## config.mk

```make
export PLATFORM = sky130hd
export DESIGN_NAME = mc_control32
export DESIGN_NICKNAME = d
export VERILOG_FILES = /design/src/rtl/mc_control32.sv
export SDC_FILE = /design/constraint.sdc
export NUM_CORES = 1
export LEC_CHECK = 0
export CAP_MARGIN = 5
export CORE_MARGIN = 5
export CORE_UTILIZATION = 43
export DETAILED_ROUTE_END_ITERATION = 8
export GPL_ROUTABILITY_DRIVEN = 0
export GPL_TIMING_DRIVEN = 0
export PLACE_DENSITY = 0.82
export SYNTH_ARGS = -nofsm -noshare
export SYNTH_HDL_FRONTEND = slang
export SYNTH_SLANG_ARGS = --single-unit
```

## constraint.sdc

```tcl
create_clock -name clock -period 2.08 [get_ports clock]
set_input_delay 0.208 -clock clock [delete_from_list [all_inputs] [get_ports clock]]
set_output_delay 0.208 -clock clock [all_outputs]
set_load 0.05 [all_outputs]
```

## src/rtl/mc_control32.sv

```systemverilog
// Multi-cycle MIPS main control: sequences IF/ID/EX/MEM/WB and drives per-phase write strobes.
// Latency: 3 cycles for jumps and branches, 4 for R/I-type and Jal, 3+MEM_LAT for Sw and 4+MEM_LAT for Lw to RAM.
// Backpressure: IO accesses stall in MEM until io_ready, or abort after IO_TIMEOUT cycles and set io_err.
//
// Ports:
//   clock, rst_n                 rising-edge clock, synchronous active-low reset
//   Opcode, Function_opcode      instruction fields from the IR, decoded during ID
//   Alu_resultHigh, Zero         ALU feedback (IO address decode, branch condition)
//   io_ready                     IO device completion level
//   IRWrite..IOWrite             one-phase strobes to the datapath
//   RegDST..Sftmd, ALUOp         decode registered at the end of ID
//   io_err                       sticky IO timeout flag
//   state                        current FSM state (IF=0 ID=1 EX=2 MEM=3 WB=4)
module mc_control32 #(
  parameter int                   ADDR_HI_W  = 22,
  parameter logic [ADDR_HI_W-1:0] IO_BASE_HI = {ADDR_HI_W{1'b1}},
  parameter int                   MEM_LAT    = 1,
  parameter int                   IO_TIMEOUT = 255
) (
  input  logic                 clock,
  input  logic                 rst_n,
  input  logic [5:0]           Opcode,
  input  logic [5:0]           Function_opcode,
  input  logic [ADDR_HI_W-1:0] Alu_resultHigh,
  input  logic                 Zero,
  input  logic                 io_ready,
  output logic                 IRWrite,
  output logic                 PCWrite,
  output logic                 PCSrcJump,
  output logic                 RegWrite,
  output logic                 MemRead,
  output logic                 MemWrite,
  output logic                 IORead,
  output logic                 IOWrite,
  output logic                 RegDST,
  output logic                 ALUSrc,
  output logic                 MemorIOtoReg,
  output logic                 Jal,
  output logic                 Jrn,
  output logic                 I_format,
  output logic                 Sftmd,
  output logic [1:0]           ALUOp,
  output logic                 io_err,
  output logic [2:0]           state
);

  typedef enum logic [2:0] {
    S_IF  = 3'd0,
    S_ID  = 3'd1,
    S_EX  = 3'd2,
    S_MEM = 3'd3,
    S_WB  = 3'd4
  } state_t;

  state_t     cur_state, nxt_state;

  // Instruction class flags captured with the visible decode outputs.
  logic       r_fmt_q, lw_q, sw_q, br_q, nbr_q, jmp_q;
  logic       io_sel;
  logic [3:0] lat_cnt;
  logic [7:0] io_cnt;
  logic       io_timeout;
  logic       mem_done;
  logic       redirect;

  // Combinational decode of the IR fields, sampled only at the end of ID.
  logic dec_r, dec_lw, dec_sw, dec_i;
  always_comb begin
    dec_r  = (Opcode == 6'h00);
    dec_lw = (Opcode == 6'h23);
    dec_sw = (Opcode == 6'h2B);
    dec_i  = (Opcode[5:3] == 3'b001);
  end

  always_ff @(posedge clock) begin
    if (!rst_n) begin
      cur_state    <= S_IF;
      r_fmt_q      <= 1'b0;
      lw_q         <= 1'b0;
      sw_q         <= 1'b0;
      br_q         <= 1'b0;
      nbr_q        <= 1'b0;
      jmp_q        <= 1'b0;
      RegDST       <= 1'b0;
      ALUSrc       <= 1'b0;
      MemorIOtoReg <= 1'b0;
      Jal          <= 1'b0;
      Jrn          <= 1'b0;
      I_format     <= 1'b0;
      Sftmd        <= 1'b0;
      ALUOp        <= 2'b00;
      io_sel       <= 1'b0;
      lat_cnt      <= 4'd0;
      io_cnt       <= 8'd0;
      io_err       <= 1'b0;
    end else begin
      cur_state <= nxt_state;
      if (cur_state == S_ID) begin
        r_fmt_q      <= dec_r;
        lw_q         <= dec_lw;
        sw_q         <= dec_sw;
        br_q         <= (Opcode == 6'h04);
        nbr_q        <= (Opcode == 6'h05);
        jmp_q        <= (Opcode == 6'h02);
        RegDST       <= dec_r;
        ALUSrc       <= dec_i | dec_lw | dec_sw;
        MemorIOtoReg <= dec_lw;
        Jal          <= (Opcode == 6'h03);
        Jrn          <= dec_r & (Function_opcode == 6'h08);
        I_format     <= dec_i;
        Sftmd        <= dec_r & (Function_opcode[5:3] == 3'b000);
        ALUOp        <= {dec_r | dec_i, (Opcode == 6'h04) | (Opcode == 6'h05)};
      end
      // Space select is frozen on the edge into MEM so a wandering ALU
      // result cannot switch targets mid-access.
      if (cur_state == S_EX) begin
        io_sel  <= (Alu_resultHigh == IO_BASE_HI);
        lat_cnt <= 4'd0;
        io_cnt  <= 8'd0;
      end else if (cur_state == S_MEM) begin
        lat_cnt <= lat_cnt + 4'd1;
        io_cnt  <= io_cnt + 8'd1;
      end
      if (io_timeout) begin
        io_err <= 1'b1;
      end
    end
  end

  always_comb begin
    nxt_state  = cur_state;
    IRWrite    = 1'b0;
    PCWrite    = 1'b0;
    PCSrcJump  = 1'b0;
    RegWrite   = 1'b0;
    MemRead    = 1'b0;
    MemWrite   = 1'b0;
    IORead     = 1'b0;
    IOWrite    = 1'b0;
    io_timeout = 1'b0;
    mem_done   = 1'b0;
    redirect   = jmp_q | Jrn | Jal | (br_q & Zero) | (nbr_q & ~Zero);
    // Strobes are suppressed while reset is held so an aborted access
    // never leaks into the reset window.
    if (rst_n) begin
      case (cur_state)
        S_IF: begin
          IRWrite   = 1'b1;
          PCWrite   = 1'b1;
          nxt_state = S_ID;
        end
        S_ID: begin
          nxt_state = S_EX;
        end
        S_EX: begin
          if (redirect) begin
            PCWrite   = 1'b1;
            PCSrcJump = 1'b1;
          end
          if (Jal) begin
            nxt_state = S_WB;
          end else if (jmp_q | Jrn | br_q | nbr_q) begin
            nxt_state = S_IF;
          end else if (lw_q | sw_q) begin
            nxt_state = S_MEM;
          end else if (r_fmt_q | I_format) begin
            nxt_state = S_WB;
          end else begin
            nxt_state = S_IF;
          end
        end
        S_MEM: begin
          if (io_sel) begin
            IORead  = lw_q;
            IOWrite = sw_q;
            if (io_ready) begin
              mem_done = 1'b1;
            end else if (io_cnt == 8'(IO_TIMEOUT - 1)) begin
              io_timeout = 1'b1;
              mem_done   = 1'b1;
            end
          end else begin
            MemRead  = lw_q;
            MemWrite = sw_q;
            if (lat_cnt == 4'(MEM_LAT - 1)) begin
              mem_done = 1'b1;
            end
          end
          if (mem_done) begin
            nxt_state = (lw_q & ~io_timeout) ? S_WB : S_IF;
          end
        end
        S_WB: begin
          RegWrite  = 1'b1;
          nxt_state = S_IF;
        end
        default: begin
          nxt_state = S_IF;
        end
      endcase
    end
  end

  assign state = cur_state;

endmodule

```

==> report_table.html <==
<table>
<tr><th>Metric</th><th>Value</th></tr>
<tr><th colspan="2">Placement</th></tr>
<tr><td>Area post-placement</td><td>2200 µm²</td></tr>
<tr><td>Number of input and output port buffers inserted</td><td>58</td></tr>
<tr><td>Total half-perimeter wirelength after legalization and detailed placement</td><td>3.12 mm</td></tr>
<tr><th colspan="2">Finish</th></tr>
<tr><td>Final standard cell utilization of the core</td><td>roughly 67%</td></tr>
<tr><td>Fraction of final layout cells sized beyond drive strength 1</td><td>13.8%</td></tr>
<tr><td>Net count, final</td><td>~290</td></tr>
<tr><td>Area Growth Syn to Fin</td><td>48.4%</td></tr>
<tr><td>Antenna fix cells</td><td>0</td></tr>
<tr><td># fillers</td><td>about 290</td></tr>
<tr><td>Post-route design area</td><td>2260 µm²</td></tr>
<tr><th colspan="2">Flow run</th></tr>
<tr><td>Number of maximum-capacitance violations</td><td>0</td></tr>
<tr><th colspan="2">Detailed routing</th></tr>
<tr><td>Iteration count of the initial detailed-routing pass</td><td>4</td></tr>
<tr><td>Vias</td><td>1530</td></tr>
<tr><td>Count of routing violations after the opening detailed-route iteration</td><td>slightly above 80</td></tr>
<tr><td>Routed vias/inst</td><td>5.24</td></tr>
<tr><td>Wire length after detailed routing</td><td>around 4 mm</td></tr>
<tr><td>Antenna Nets Post-Route</td><td>0</td></tr>
<tr><td>WL per Instance</td><td>13.6 µm</td></tr>
<tr><td>DR DRC count</td><td>0</td></tr>
<tr><th colspan="2">Synthesis</th></tr>
<tr><td>Post-Synthesis Net Count</td><td>223</td></tr>
<tr><td>Share of the synthesized area in the top cell type</td><td>39.4%</td></tr>
<tr><td>Leading register cell type out of synthesis</td><td>dfxtp_1</td></tr>
<tr><td>Largest cells by area after synthesis</td><td>dfxtp_1 (39%), nor2_1 (4.9%), nand2_1 (4.7%)</td></tr>
<tr><td>Post-synth EDFFs</td><td>0</td></tr>
<tr><td>Flip-flop and latch count after synthesis</td><td>30</td></tr>
<tr><td>Mux contribution to synthesized area</td><td>0.739%</td></tr>
<tr><td>Adder-Cell Fraction of Synth Area</td><td>approximately 3.3%</td></tr>
<tr><td>Cell type with the highest aggregate area in the netlist</td><td>dfxtp_1</td></tr>
<tr><td>Basic-gate share of the synthesized area counting and, or, nand and nor cells</td><td>35.7%</td></tr>
<tr><td>Cell area after synthesis</td><td>1520 µm²</td></tr>
<tr><td>Share of flip-flops with an asynchronous set or reset after synthesis</td><td>0%</td></tr>
<tr><td>Post-synthesis xor/xnor area fraction</td><td>under 10%</td></tr>
<tr><td>Count of warnings emitted by yosys</td><td>0</td></tr>
<tr><td>Gate count after technology mapping</td><td>181</td></tr>
<tr><td>Main combinational cell family by area after synthesis</td><td>simple AND/OR/NAND/NOR gates</td></tr>
<tr><td>Share of the synthesized area in compound gates (AO/OA/AOI/OAI)</td><td>between 10% and 20%</td></tr>
<tr><td>Proportion of synthesized chip area in sequential cells</td><td>39.4%</td></tr>
<tr><td>Post-synth cell types</td><td>between 40 and 50</td></tr>
<tr><td>Mean Syn Cell Area</td><td>8.42 µm²</td></tr>
<tr><th colspan="2">Timing</th></tr>
<tr><td>Number of failing setup endpoints in the final timing report</td><td>0</td></tr>
<tr><td>Total negative slack</td><td>0 ps</td></tr>
<tr><td>Slew at the pin closest to its max-slew limit</td><td>between 500 and 600 ps</td></tr>
<tr><td>Final critical path time including I/O delays and setup</td><td>1990 ps</td></tr>
<tr><td>F_max</td><td>502 MHz</td></tr>
<tr><td>Max-slew violation count</td><td>0</td></tr>
<tr><td>Hold WS</td><td>458 ps</td></tr>
<tr><td>Final Cycle Share</td><td>95.8%</td></tr>
<tr><td>Slew Limit Headroom</td><td>63.8%</td></tr>
<tr><td>Final Hold Fails</td><td>0</td></tr>
<tr><td>Final clock skew</td><td>14.6 ps</td></tr>
<tr><th colspan="2">Outcome</th></tr>
<tr><td>Outcome</td><td>finished clean</td></tr>
<tr><th colspan="2">Power and ir drop</th></tr>
<tr><td>Peak supply drop</td><td>~0.38 mV</td></tr>
<tr><td>Clock network fraction of design power</td><td>35.8%</td></tr>
<tr><td>Part of the power in combinational logic</td><td>18.2%</td></tr>
<tr><td>Leakage dissipation</td><td>between 0.8 and 0.9 nW</td></tr>
<tr><td>Total internal power</td><td>0.000951 W</td></tr>
<tr><td>P_sw</td><td>0.000339 W</td></tr>
<tr><td>Sequential Power Share</td><td>46.0%</td></tr>
<tr><td>Total power divided by cell area</td><td>570 nW/µm²</td></tr>
<tr><td>Net Sw Frac</td><td>26.3%</td></tr>
<tr><th colspan="2">Clocking</th></tr>
<tr><td>Clock network latency to the later pin of the worst-skew pair</td><td>340 ps</td></tr>
<tr><td>Post-CTS setup buffer count</td><td>0</td></tr>
<tr><td>Clock tree from TritonCTS</td><td>built</td></tr>
<tr><td>Worst-path clk slew</td><td>100 ps</td></tr>
<tr><td>Total clock sinks</td><td>30</td></tr>
<tr><td>Worst-case clock buffer depth</td><td>2</td></tr>
<tr><td>Clock root cell</td><td>clkbuf_4</td></tr>
<tr><td>Number of levels in the clock H-tree</td><td>2</td></tr>
<tr><td>Clock buffer count from CTS</td><td>5</td></tr>
<tr><th colspan="2">GRT</th></tr>
<tr><td>Via count of the first global-routing pass</td><td>1493</td></tr>
<tr><td>Initial antenna violation count</td><td>0</td></tr>
<tr><td>Wire length of the first global-routing pass</td><td>6.64 mm</td></tr>
<tr><td>Global-route total usage across every layer</td><td>17.2%</td></tr>
<tr><td>Overall overflow remaining after global route</td><td>0</td></tr>
<tr><td>Maximum number of pins on one net before global-route repair</td><td>12</td></tr>
<tr><th colspan="2">Setup path</th></tr>
<tr><td>Required time of the worst setup path</td><td>between 1500 and 2000 ps</td></tr>
<tr><td>CP Class</td><td>reg2out</td></tr>
<tr><td>Category of the worst setup path launch point</td><td>flop</td></tr>
<tr><td>Arrival time of data at the critical path endpoint</td><td>1780 ps</td></tr>
<tr><td>Maximum fanout count along the critical path</td><td>11</td></tr>
<tr><td>Setup crit end kind</td><td>output pin</td></tr>
<tr><th colspan="2">Floorplanning</th></tr>
<tr><td>Horiz. Die Dim</td><td>69.5 µm</td></tr>
<tr><td>Die Height</td><td>69.5 µm</td></tr>
<tr><td>Effective utilization at floorplan</td><td>45.0%</td></tr>
<tr><td>Core box area</td><td>roughly 3400 µm²</td></tr>
<tr><td>Number of standard-cell rows in the floorplan</td><td>21</td></tr>
<tr><td>Total Die Area</td><td>between 4000 and 5000 µm²</td></tr>
<tr><td>Number of ports placed on the die boundary</td><td>59</td></tr>
<tr><th colspan="2">Min path</th></tr>
<tr><td>Hold Crit Class</td><td>reg2reg</td></tr>
</table>
## cell type report
type                       instances  area (µm²)  share of cell area (%)
buffer                             8        48.8                    2.16
inverter                           6        22.5                   0.996
clock inverter                     3        40.0                    1.77
tap                               46        57.6                    2.54
multi-input combinational        136         900                    39.8
clock buffer                       5        37.5                    1.66
sequential                        30         602                    26.6
timing repair buffer              58         554                    24.5
## worst paths after layout
path / start / to / slack [ps] / depth (start not counted)
max: state[2] / IORead / 90 / 4
min: Sftmd / Sftmd / 460 / 2
max reg2reg: state[0] / Jrn / 370 / 5
min reg2reg: Sftmd / Sftmd / 460 / 2
## cells by family (layout without fill, tap and decap cells)
family | Yosys count | count (layout)
fa+ha+maj | 4 | 4
buf+inv | 15 | 80
xor+xnor | 9 | 9
simple gates | 96 | 96
mux | 1 | 1
flops | 30 | 30
compound gates | 26 | 26
## metal layers
layer / global-route usage [%] / wire, µm / vias up
met5: 0 / 0 / -
met4: 8.03 / 84 / 0
met3: 4.78 / 180 / 8
met2: 30.8 / 2040 / 34
met1: 18.4 / 1660 / 705
li1: - / - / 783
## Yosys cell counts (3+ instances only)
library cell / number
dfxtp_1: 30
nor2_1: 20
nand2_1: 19
a21oi_1: 14
nand4_1: 10
nor3_1: 8
nand3_1: 7
clkbuf_1: 6
inv_1: 5
xor2_1: 5
ha_1: 4
nor4_1: 4
xnor2_1: 4
and2_1: 3
o31a_1: 3
## state kept, by name (all words and copies together) (netlist names), 2 cells and up
signal   count
state        3
io_cnt       8
ALUOp        2
lat_cnt      4
## metrics by stage
step                      total power, W  setup WS (ps)  instances
after floorplan                 0.000728           -113        181
after global placement          0.000839           -540        285
after detailed placement        0.000842           -537        285
after CTS                        0.00130           1.95        292
after global routing             0.00134         -0.226        292
final                            0.00129           87.2        292
## critical path, stage by stage, from the launching register on
cell             delay [ps]
dfxtp_1                 330
buf_4                   180
and3b_2                 350
and4_1                  210
clkdlybuf4s15_2         370
## what timing repair did
action / in CTS / in global routing
resized for setup: 31 / 11
endpoints found under the setup margin: 8 / 7
hold buffers: 0 / 0
## layout by cell type (no fill, tap or decap), types with 2 or more instances in the layout
master,n
clkbuf_4,7
nor2_1,20
clkdlybuf4s50_1,50
o31a_1,3
nor3_1,6
and2_1,3
buf_4,2
nand3_1,7
nand4_1,10
buf_6,2
a21oi_1,14
clkinv_2,2
nand4b_1,2
o21ai_0,2
xnor2_1,4
xor2_1,5
buf_2,2
clkbuf_2,2
nand3b_1,2
nor4_2,2
inv_1,5
nand2_1,19
or4_1,2
clkbuf_1,5
nor4_1,2
and3_1,2
and4_1,2
dfxtp_1,29
ha_1,4
## power by group through the flow
stage | registers, W | clock network [W] | logic [W]
after global placement | 0.000605 | 0 | 0.000234
after global routing | 0.000594 | 0.000489 | 0.000255
final | 0.000593 | 0.000462 | 0.000235
after detailed placement | 0.000606 | 0 | 0.000236
after CTS | 0.000593 | 0.000468 | 0.000235
after floorplan | 0.000624 | 0 | 0.000104
No activity file was read; power rests on OpenSTA's default activity.
